**src/rtl/mem_port_arbiter_pkg.sv**
```systemverilog
// Shared constants for the memory port arbiter: length codes, FSM state
// encodings and owner codes.
package mem_port_arbiter_pkg;

   // Bus length codes (2 is reserved and forwarded unchanged)
   localparam logic [1:0] LEN_BYTE = 2'd0;
   localparam logic [1:0] LEN_HALF = 2'd1;
   localparam logic [1:0] LEN_WORD = 2'd3;

   // Arbiter FSM state encodings
   typedef logic [1:0] arb_state_t;
   localparam arb_state_t ARB_IDLE    = 2'd0;
   localparam arb_state_t ARB_GRANT   = 2'd1;
   localparam arb_state_t ARB_RELEASE = 2'd2;

   // Owner codes reported on the owner output
   localparam logic OWNER_IF  = 1'b0;
   localparam logic OWNER_MEM = 1'b1;

endpackage

```
**src/rtl/mem_port_arbiter_if.sv**
```systemverilog
// Bundle of requester handshakes, memory bus signals and status flags.
// slave: the arbiter side. master: pipeline stages plus memory model.
interface mem_port_arbiter_if #(
   parameter int ADDR_L = 32,
   parameter int DATA_L = 32
);
   // fetch requester
   logic              if_re;
   logic [ADDR_L-1:0] if_addr;
   logic [1:0]        if_rlen;
   logic              if_rack;
   logic [DATA_L-1:0] if_rdata;
   // load/store requester
   logic              mem_re;
   logic              mem_we;
   logic [ADDR_L-1:0] mem_addr;
   logic [1:0]        mem_len;
   logic [DATA_L-1:0] mem_wdata;
   logic              mem_ack;
   logic [DATA_L-1:0] mem_rdata;
   // memory bus
   logic              bus_re;
   logic              bus_we;
   logic [ADDR_L-1:0] bus_addr;
   logic [1:0]        bus_len;
   logic [DATA_L-1:0] bus_wdata;
   logic              bus_ack;
   logic [DATA_L-1:0] bus_rdata;
   // status
   logic              owner;
   logic              busy;
   logic              err;

   modport slave (
      input  if_re, if_addr, if_rlen, mem_re, mem_we, mem_addr, mem_len,
             mem_wdata, bus_ack, bus_rdata,
      output if_rack, if_rdata, mem_ack, mem_rdata, bus_re, bus_we,
             bus_addr, bus_len, bus_wdata, owner, busy, err
   );

   modport master (
      output if_re, if_addr, if_rlen, mem_re, mem_we, mem_addr, mem_len,
             mem_wdata, bus_ack, bus_rdata,
      input  if_rack, if_rdata, mem_ack, mem_rdata, bus_re, bus_we,
             bus_addr, bus_len, bus_wdata, owner, busy, err
   );

endinterface

```
**src/rtl/mem_port_arbiter_wdog.sv**
```systemverilog
// Bus watchdog: clear/enable cycle counter. expired is high during the
// enabled cycle whose increment would bring the count up to TIMEOUT.
module memarb_wdog #(
   parameter int TIMEOUT = 255,
   localparam int W = $clog2(TIMEOUT + 1)
) (
   input  logic clk,
   input  logic rst_n,
   input  logic clr,
   input  logic en,
   output logic expired
);

   logic [W-1:0] count;

   // Count enabled cycles; clear has priority over enable
   always_ff @(posedge clk or negedge rst_n) begin
      if (!rst_n)
         count <= '0;
      else if (clr)
         count <= '0;
      else if (en)
         count <= count + 1'b1;
   end

   assign expired = en && (count == W'(TIMEOUT - 1));

endmodule

```
**src/rtl/mem_port_arbiter.sv**
```systemverilog
// Two-requester memory bus arbiter (fetch vs. load/store) with a per-
// transaction watchdog. Define MEMARB_RR_EN for round-robin arbitration;
// otherwise mem has fixed priority over fetch.
module mem_port_arbiter
   import mem_port_arbiter_pkg::*;
#(
   parameter int ADDR_L  = 32,
   parameter int DATA_L  = 32,
   parameter int TIMEOUT = 255
) (
   input logic clk,
   input logic rst_n,
   mem_port_arbiter_if.slave io
);

   arb_state_t state;
   logic       if_req;
   logic       mem_req;
   logic       grant_mem;
   logic       wdog_expired;

   assign if_req  = io.if_re;
   assign mem_req = io.mem_re | io.mem_we;

`ifdef MEMARB_RR_EN
   // On a tie, whoever was not served last wins
   assign grant_mem = mem_req && (!if_req || (io.owner == OWNER_IF));
`else
   assign grant_mem = mem_req;
`endif

   memarb_wdog #(.TIMEOUT(TIMEOUT)) u_wdog (
      .clk     (clk),
      .rst_n   (rst_n),
      .clr     (state != ARB_GRANT),
      .en      (state == ARB_GRANT),
      .expired (wdog_expired)
   );

   // Arbitration FSM: latch winner into bus registers, wait for ack or
   // timeout, return data to the owner, then spend one dead cycle.
   always_ff @(posedge clk or negedge rst_n) begin
      if (!rst_n) begin
         state        <= ARB_IDLE;
         io.bus_re    <= 1'b0;
         io.bus_we    <= 1'b0;
         io.bus_addr  <= '0;
         io.bus_len   <= '0;
         io.bus_wdata <= '0;
         io.if_rack   <= 1'b0;
         io.if_rdata  <= '0;
         io.mem_ack   <= 1'b0;
         io.mem_rdata <= '0;
         io.owner     <= OWNER_IF;
         io.busy      <= 1'b0;
         io.err       <= 1'b0;
      end else begin
         io.if_rack <= 1'b0;
         io.mem_ack <= 1'b0;
         case (state)
            ARB_IDLE: begin
               if (if_req || mem_req) begin
                  state   <= ARB_GRANT;
                  io.busy <= 1'b1;
                  if (grant_mem) begin
                     io.owner     <= OWNER_MEM;
                     io.bus_addr  <= io.mem_addr;
                     io.bus_len   <= io.mem_len;
                     io.bus_wdata <= io.mem_wdata;
                     // a store wins when both mem strobes are set
                     io.bus_we    <= io.mem_we;
                     io.bus_re    <= ~io.mem_we;
                  end else begin
                     io.owner    <= OWNER_IF;
                     io.bus_addr <= io.if_addr;
                     io.bus_len  <= io.if_rlen;
                     io.bus_we   <= 1'b0;
                     io.bus_re   <= 1'b1;
                  end
               end
            end
            ARB_GRANT: begin
               if (io.bus_ack || wdog_expired) begin
                  state     <= ARB_RELEASE;
                  io.bus_re <= 1'b0;
                  io.bus_we <= 1'b0;
                  if (!io.bus_ack)
                     io.err <= 1'b1;
                  if (io.owner == OWNER_MEM) begin
                     io.mem_ack   <= 1'b1;
                     io.mem_rdata <= io.bus_ack ? io.bus_rdata : '0;
                  end else begin
                     io.if_rack   <= 1'b1;
                     io.if_rdata  <= io.bus_ack ? io.bus_rdata : '0;
                  end
               end
            end
            ARB_RELEASE: begin
               state   <= ARB_IDLE;
               io.busy <= 1'b0;
            end
            default: begin
               state     <= ARB_IDLE;
               io.busy   <= 1'b0;
               io.bus_re <= 1'b0;
               io.bus_we <= 1'b0;
            end
         endcase
      end
   end

endmodule

```
**src/flat_wrapper.sv**
```systemverilog
// flat-port wrapper written by rule: the top's interface ports become plain ports
module mem_port_arbiter_flat import mem_port_arbiter_pkg::*;
#(
   parameter int ADDR_L  = 32,
   parameter int DATA_L  = 32,
   parameter int TIMEOUT = 255
)
  (clk, rst_n, io_if_re, io_if_addr, io_if_rlen, io_mem_re, io_mem_we, io_mem_addr, io_mem_len, io_mem_wdata, io_bus_ack, io_bus_rdata, io_if_rack, io_if_rdata, io_mem_ack, io_mem_rdata, io_bus_re, io_bus_we, io_bus_addr, io_bus_len, io_bus_wdata, io_owner, io_busy, io_err);
  mem_port_arbiter_if #(.ADDR_L(ADDR_L), .DATA_L(DATA_L)) io_i ();
  input logic clk;
  input logic rst_n;
  input wire logic [$bits(io_i.if_re)-1:0] io_if_re;
  input wire logic [$bits(io_i.if_addr)-1:0] io_if_addr;
  input wire logic [$bits(io_i.if_rlen)-1:0] io_if_rlen;
  input wire logic [$bits(io_i.mem_re)-1:0] io_mem_re;
  input wire logic [$bits(io_i.mem_we)-1:0] io_mem_we;
  input wire logic [$bits(io_i.mem_addr)-1:0] io_mem_addr;
  input wire logic [$bits(io_i.mem_len)-1:0] io_mem_len;
  input wire logic [$bits(io_i.mem_wdata)-1:0] io_mem_wdata;
  input wire logic [$bits(io_i.bus_ack)-1:0] io_bus_ack;
  input wire logic [$bits(io_i.bus_rdata)-1:0] io_bus_rdata;
  output wire logic [$bits(io_i.if_rack)-1:0] io_if_rack;
  output wire logic [$bits(io_i.if_rdata)-1:0] io_if_rdata;
  output wire logic [$bits(io_i.mem_ack)-1:0] io_mem_ack;
  output wire logic [$bits(io_i.mem_rdata)-1:0] io_mem_rdata;
  output wire logic [$bits(io_i.bus_re)-1:0] io_bus_re;
  output wire logic [$bits(io_i.bus_we)-1:0] io_bus_we;
  output wire logic [$bits(io_i.bus_addr)-1:0] io_bus_addr;
  output wire logic [$bits(io_i.bus_len)-1:0] io_bus_len;
  output wire logic [$bits(io_i.bus_wdata)-1:0] io_bus_wdata;
  output wire logic [$bits(io_i.owner)-1:0] io_owner;
  output wire logic [$bits(io_i.busy)-1:0] io_busy;
  output wire logic [$bits(io_i.err)-1:0] io_err;
  assign io_i.if_re = io_if_re;
  assign io_i.if_addr = io_if_addr;
  assign io_i.if_rlen = io_if_rlen;
  assign io_i.mem_re = io_mem_re;
  assign io_i.mem_we = io_mem_we;
  assign io_i.mem_addr = io_mem_addr;
  assign io_i.mem_len = io_mem_len;
  assign io_i.mem_wdata = io_mem_wdata;
  assign io_i.bus_ack = io_bus_ack;
  assign io_i.bus_rdata = io_bus_rdata;
  assign io_if_rack = io_i.if_rack;
  assign io_if_rdata = io_i.if_rdata;
  assign io_mem_ack = io_i.mem_ack;
  assign io_mem_rdata = io_i.mem_rdata;
  assign io_bus_re = io_i.bus_re;
  assign io_bus_we = io_i.bus_we;
  assign io_bus_addr = io_i.bus_addr;
  assign io_bus_len = io_i.bus_len;
  assign io_bus_wdata = io_i.bus_wdata;
  assign io_owner = io_i.owner;
  assign io_busy = io_i.busy;
  assign io_err = io_i.err;
  mem_port_arbiter #(.ADDR_L(ADDR_L), .DATA_L(DATA_L), .TIMEOUT(TIMEOUT)) u_core (.clk(clk), .rst_n(rst_n), .io(io_i));
endmodule
```
**config.mk**
```make
export PLATFORM = sky130hd
export DESIGN_NAME = mem_port_arbiter_flat
export DESIGN_NICKNAME = d
export VERILOG_FILES = /design/src/rtl/mem_port_arbiter_pkg.sv /design/src/rtl/mem_port_arbiter_if.sv /design/src/rtl/mem_port_arbiter_wdog.sv /design/src/rtl/mem_port_arbiter.sv /design/src/flat_wrapper.sv
export SDC_FILE = /design/constraint.sdc
export NUM_CORES = 1
export LEC_CHECK = 0
export ABC_AREA = 1
export CORE_MARGIN = 8
export CORE_UTILIZATION = 43
export DETAILED_ROUTE_END_ITERATION = 12
export PLACE_DENSITY = 0.9
export SLEW_MARGIN = 10
export SYNTH_ARGS = -nofsm -noshare
export SYNTH_HDL_FRONTEND = slang
export SYNTH_HIERARCHICAL = 1
export SYNTH_SLANG_ARGS = --single-unit
```
**constraint.sdc**
```tcl
create_clock -name clk -period 2.2 [get_ports clk]
set_clock_uncertainty 0.2 [all_clocks]
set_input_delay 0.33 -clock clk [delete_from_list [all_inputs] [get_ports clk]]
set_output_delay 0.33 -clock clk [all_outputs]
set_load 0.005 [all_outputs]
```
==> reports/results.env <==
HP-CLASS='in2async'
SYNTH.YOSYS.SEQ_AREA_SHARE_PCT=57.3
HIGHEST_ATTAINABLE_CLOCK_FREQUENCY_GHz=0.488
CP-END-KIND='flip-flop'
TIMING.CRITICAL_PATH.FROM_TYPE='flip-flop'
GLOBALROUTETOTALUTIL_PCT=20.1
POWER.LEAKAGE_nW=4.80
HPWL_MM=14.4
MAX_SLEW_MARGIN_PCT=70.9
HOLDWS_PS=214
ROUTE.FINAL.WIRE_LENGTH_MM=20.5
YOSYS.CELL_TYPES.COUNT=21
LAYOUT_MIN_CYCLE_TIME_PS=2050
FIRST_ITER_VIOLATIONS=303
HOLD_VIOL_FINAL=0
DR.PASS1.ITERS=5
SYNTHCELLS=738
CLK_BUF_DEPTH=2
TRITONCTS.NUM_BUFFERS=17
NETLIST_AREA_SQ_MM=0.00642
NUMBER_OF_ANTENNA_VIOLATIONS_AT_THE_FIRST_CHECK_IN_GLOBAL_ROUTING=1
DRIVE_GT1_SHARE_PCT=10.9
START_UTIL_PCT=44.0
INTPOWER_W=0.00868
CTS_MAX_LEVEL=4
VDD_DROP_MAX_mV=0.742
IO_PINS=275
CRITICALPATHCATEGORY='reg2reg'
FLOORPLAN.ROWS=44
ANTENNA_CELLS=0
GRT_PASS1_VIAS=6010
NFILLCELLS=1070
ROUTE.DETAILED.DRC=0
CORE-AREA_SQ_MM=0.0146
TRITONCTS_CLOCK_TREE='built'
DIE_AREA_SQ_MM=0.0191
CLOCKROOTBUFFER='clkbuf_16'
P_SW_W=0.00438
POSTSYNTHAREAPERCELL_SQ_UM=8.70
CHIPHEIGHT_UM=138
REQUIRED_PS=2290
SHARE_SEQ_OF_TOTAL_POWER_PCT=35.2
FINAL_CORE_UTIL_PCT=68.7
NUMBER_OF_FAILING_SETUP_ENDPOINTS_IN_THE_FINAL_TIMING_REPORT=0
ARRIVAL_PS=2140
LAYOUT_NET_COUNT=1153
GRT.OVERFLOW.TOTAL=0
STATUS='completed'
DRT-WIRELENGTH-PER-CELL_UM=17.0
SYNTH-WARNING-COUNT=6
PATH_MAX_FANOUT=16
CLOCK_INSERTION_DELAY_AT_THE_LATER_PIN_OF_THE_SKEW_REPORT_PS=420
SWITCHING_SHARE_PCT=33.6
CTS_SINKS=147
PLACE.GP.CONGESTION=0.774
NUMBER_OF_FLIP_FLOPS_AND_LATCHES_IN_THE_SYNTHESIZED_NETLIST=147
CTS_POST_SETUP_BUFFERS_INSERTED=0
MAX-CAP-VIOLATIONS=0
POWER_FRAC_COMB_PCT=43.4
ANT_NETS=0
DIEWIDTH_UM=138
TIMING.FINAL.CRIT_SHARE_PCT=93.1
POSTSYNTHNETCOUNT=878
WORST_SLEW_PIN_SLEW_PS=437
WIRE_LENGTH_OF_THE_FIRST_GLOBAL_ROUTING_PASS_MM=31.5
PORT_BUFFERS=274
FINAL_MAX_SLEW_VIOL_COUNT=0
VIAS=5979
CLK_PIN_SLEW_WORST_PATHS_PS=60
SYN2LAYOUT_AREA_GROWTH_PCT=56.0
PIN_COUNT_OF_THE_BIGGEST_NET_ENTERING_GLOBAL_ROUTING=66
CLKPWRFRAC_PCT=21.3
POWER_PER_CELL_AREA_mW_PER_MM2=1300
AVG_VIAS_PER_CELL=4.94
-- metrics by stage --
step | power [W] | setup TNS [ps] | cells | worst slack, ps | area (sq um)
floorplan | 0.00685 | 0 | 738 | 245 | 6420
CTS | 0.0130 | 0 | 1205 | 37.1 | 9900
global placement | 0.0100 | 0 | 1172 | 148 | 9320
global route | 0.0139 | -0.608 | 1210 | -0.608 | 10000
finish | 0.0131 | 0 | 1210 | 153 | 10000
detailed placement | 0.0102 | 0 | 1172 | 75.4 | 9320
-- cell type report --
cell class	count	area (sq um)	area share (%)
well taps	184	230	2.30
clock inverters	13	135	1.35
clock buffers	19	433	4.32
inverters	16	60.1	0.600
repair buffers	297	3070	30.6
multi-input cells	534	2410	24.1
flip-flops and latches	147	3680	36.7
-- kinds of logic (layout without fill, tap and decap cells) --
family          after synthesis  count (layout)  share of synthesized area, %
flops                       147             147                          57.3
simple gates                458             458                          28.4
compound gates               74              74                          8.34
fa+ha+maj                     2               2                         0.390
buf+inv                      57             345                          5.57
-- critical path: stages, from the launching register on --
cell	delay, ps
dfrtp_1	410
inv_2	100
ha_1	150
nand4_1	130
nor3_4	250
nor2_4	70
nor2_2	130
nand2_4	130
clkbuf_16	210
nand2_1	70
o21ai_1	70
-- placed cells by master, fill, tap and decap left out, types with 2 or more instances in the layout --
cell type	synthesis	layout
nand2_1	392	389
clkdlybuf4s50_1	0	273
dfrtp_1	147	147
o21ai_2	43	43
nand3_1	39	39
o21ai_1	21	21
clkbuf_16	0	20
inv_1	15	14
nor2_1	15	14
buf_4	11	10
buf_12	0	7
clkinv_2	0	5
nor2_4	5	5
o21ai_0	5	5
nand2_2	2	4
a21oi_1	4	4
clkinv_4	0	3
buf_6	12	3
nand4_1	3	3
bufinv_16	0	2
clkinvlp_4	0	2
clkbuf_1	8	2
inv_2	1	2
ha_1	2	2
-- path summary, 6_finish.rpt --
| kind | end | start | depth (start not counted) | slack [ps] |
|---|---|---|---|---|
| setup / recovery | u_core/io.mem_rdata[16] | u_core/u_wdog/count[0] | 10 | 150 |
| hold / removal | u_core/io.if_rdata[16] | rst_n | 2 | 210 |
| setup reg to reg | u_core/io.mem_rdata[16] | u_core/u_wdog/count[0] | 10 | 150 |
| hold reg to reg | u_core/io.bus_wdata[1] | u_core/io.bus_wdata[1] | 2 | 270 |
| max in group asynchronous | u_core/io.if_rdata[9] | rst_n | 3 | 960 |
| min in group clk | u_core/io.bus_wdata[30] | io_mem_wdata[30] | 3 | 270 |
-- layer usage --
layer	vias up	track usage, %	wire (um)
met2	286	31.9	10000
met4	2	6.69	301
li1	2869	-	-
met3	26	8.66	2110
met5	-	0	17
met1	2796	24.1	8090
-- Yosys cell counts --
| library cell | count | share of area [%] |
|---|---|---|
| a21oi_1 | 4 | 0.31 |
| a31o_2 | 1 | 0.14 |
| buf_2 | 10 | 0.78 |
| buf_4 | 11 | 1.3 |
| buf_6 | 12 | 2.1 |
| clkbuf_1 | 8 | 0.47 |
| dfrtp_1 | 147 | 57 |
| ha_1 | 2 | 0.39 |
| inv_1 | 15 | 0.88 |
| inv_2 | 1 | 0.058 |
| nand2_1 | 392 | 23 |
| nand2_2 | 2 | 0.19 |
| nand3_1 | 39 | 3.0 |
| nand4_1 | 3 | 0.29 |
| nor2_1 | 15 | 0.88 |
| nor2_4 | 5 | 0.88 |
| nor3_1 | 1 | 0.078 |
| nor3_2 | 1 | 0.16 |
| o21ai_0 | 5 | 0.39 |
| o21ai_1 | 21 | 1.6 |
| o21ai_2 | 43 | 5.9 |
-- state kept, by name (all words and copies together) (netlist names) --
register and flops:
u_core/io.bus_addr 32, u_core/io.bus_wdata 32, u_core/io.if_rdata 32, u_core/io.mem_rdata 32, u_core/u_wdog/count 8, u_core/io.bus_len 2, u_core/state 2, u_core/io.bus_re 1
u_core/io.bus_we 1, u_core/io.busy 1, u_core/io.err 1, u_core/io.if_rack 1, u_core/io.mem_ack 1, u_core/io.owner 1
-- power by group through the flow --
stage | sequential, W | combinational [W] | clock (W)
after global placement | 0.00457 | 0.00543 | 0
after detailed placement | 0.00461 | 0.00558 | 0
after CTS | 0.00460 | 0.00560 | 0.00284
final | 0.00461 | 0.00567 | 0.00279
after global routing | 0.00474 | 0.00620 | 0.00295
after floorplan | 0.00465 | 0.00220 | 0
-- timing repair --
action,4_1_cts,5_1_grt
hold buffers,1,0
endpoints found under the hold margin,42,0
setup endpoints to repair,0,64
gates resized for setup,0,5
(Power assumes the default switching activity.)
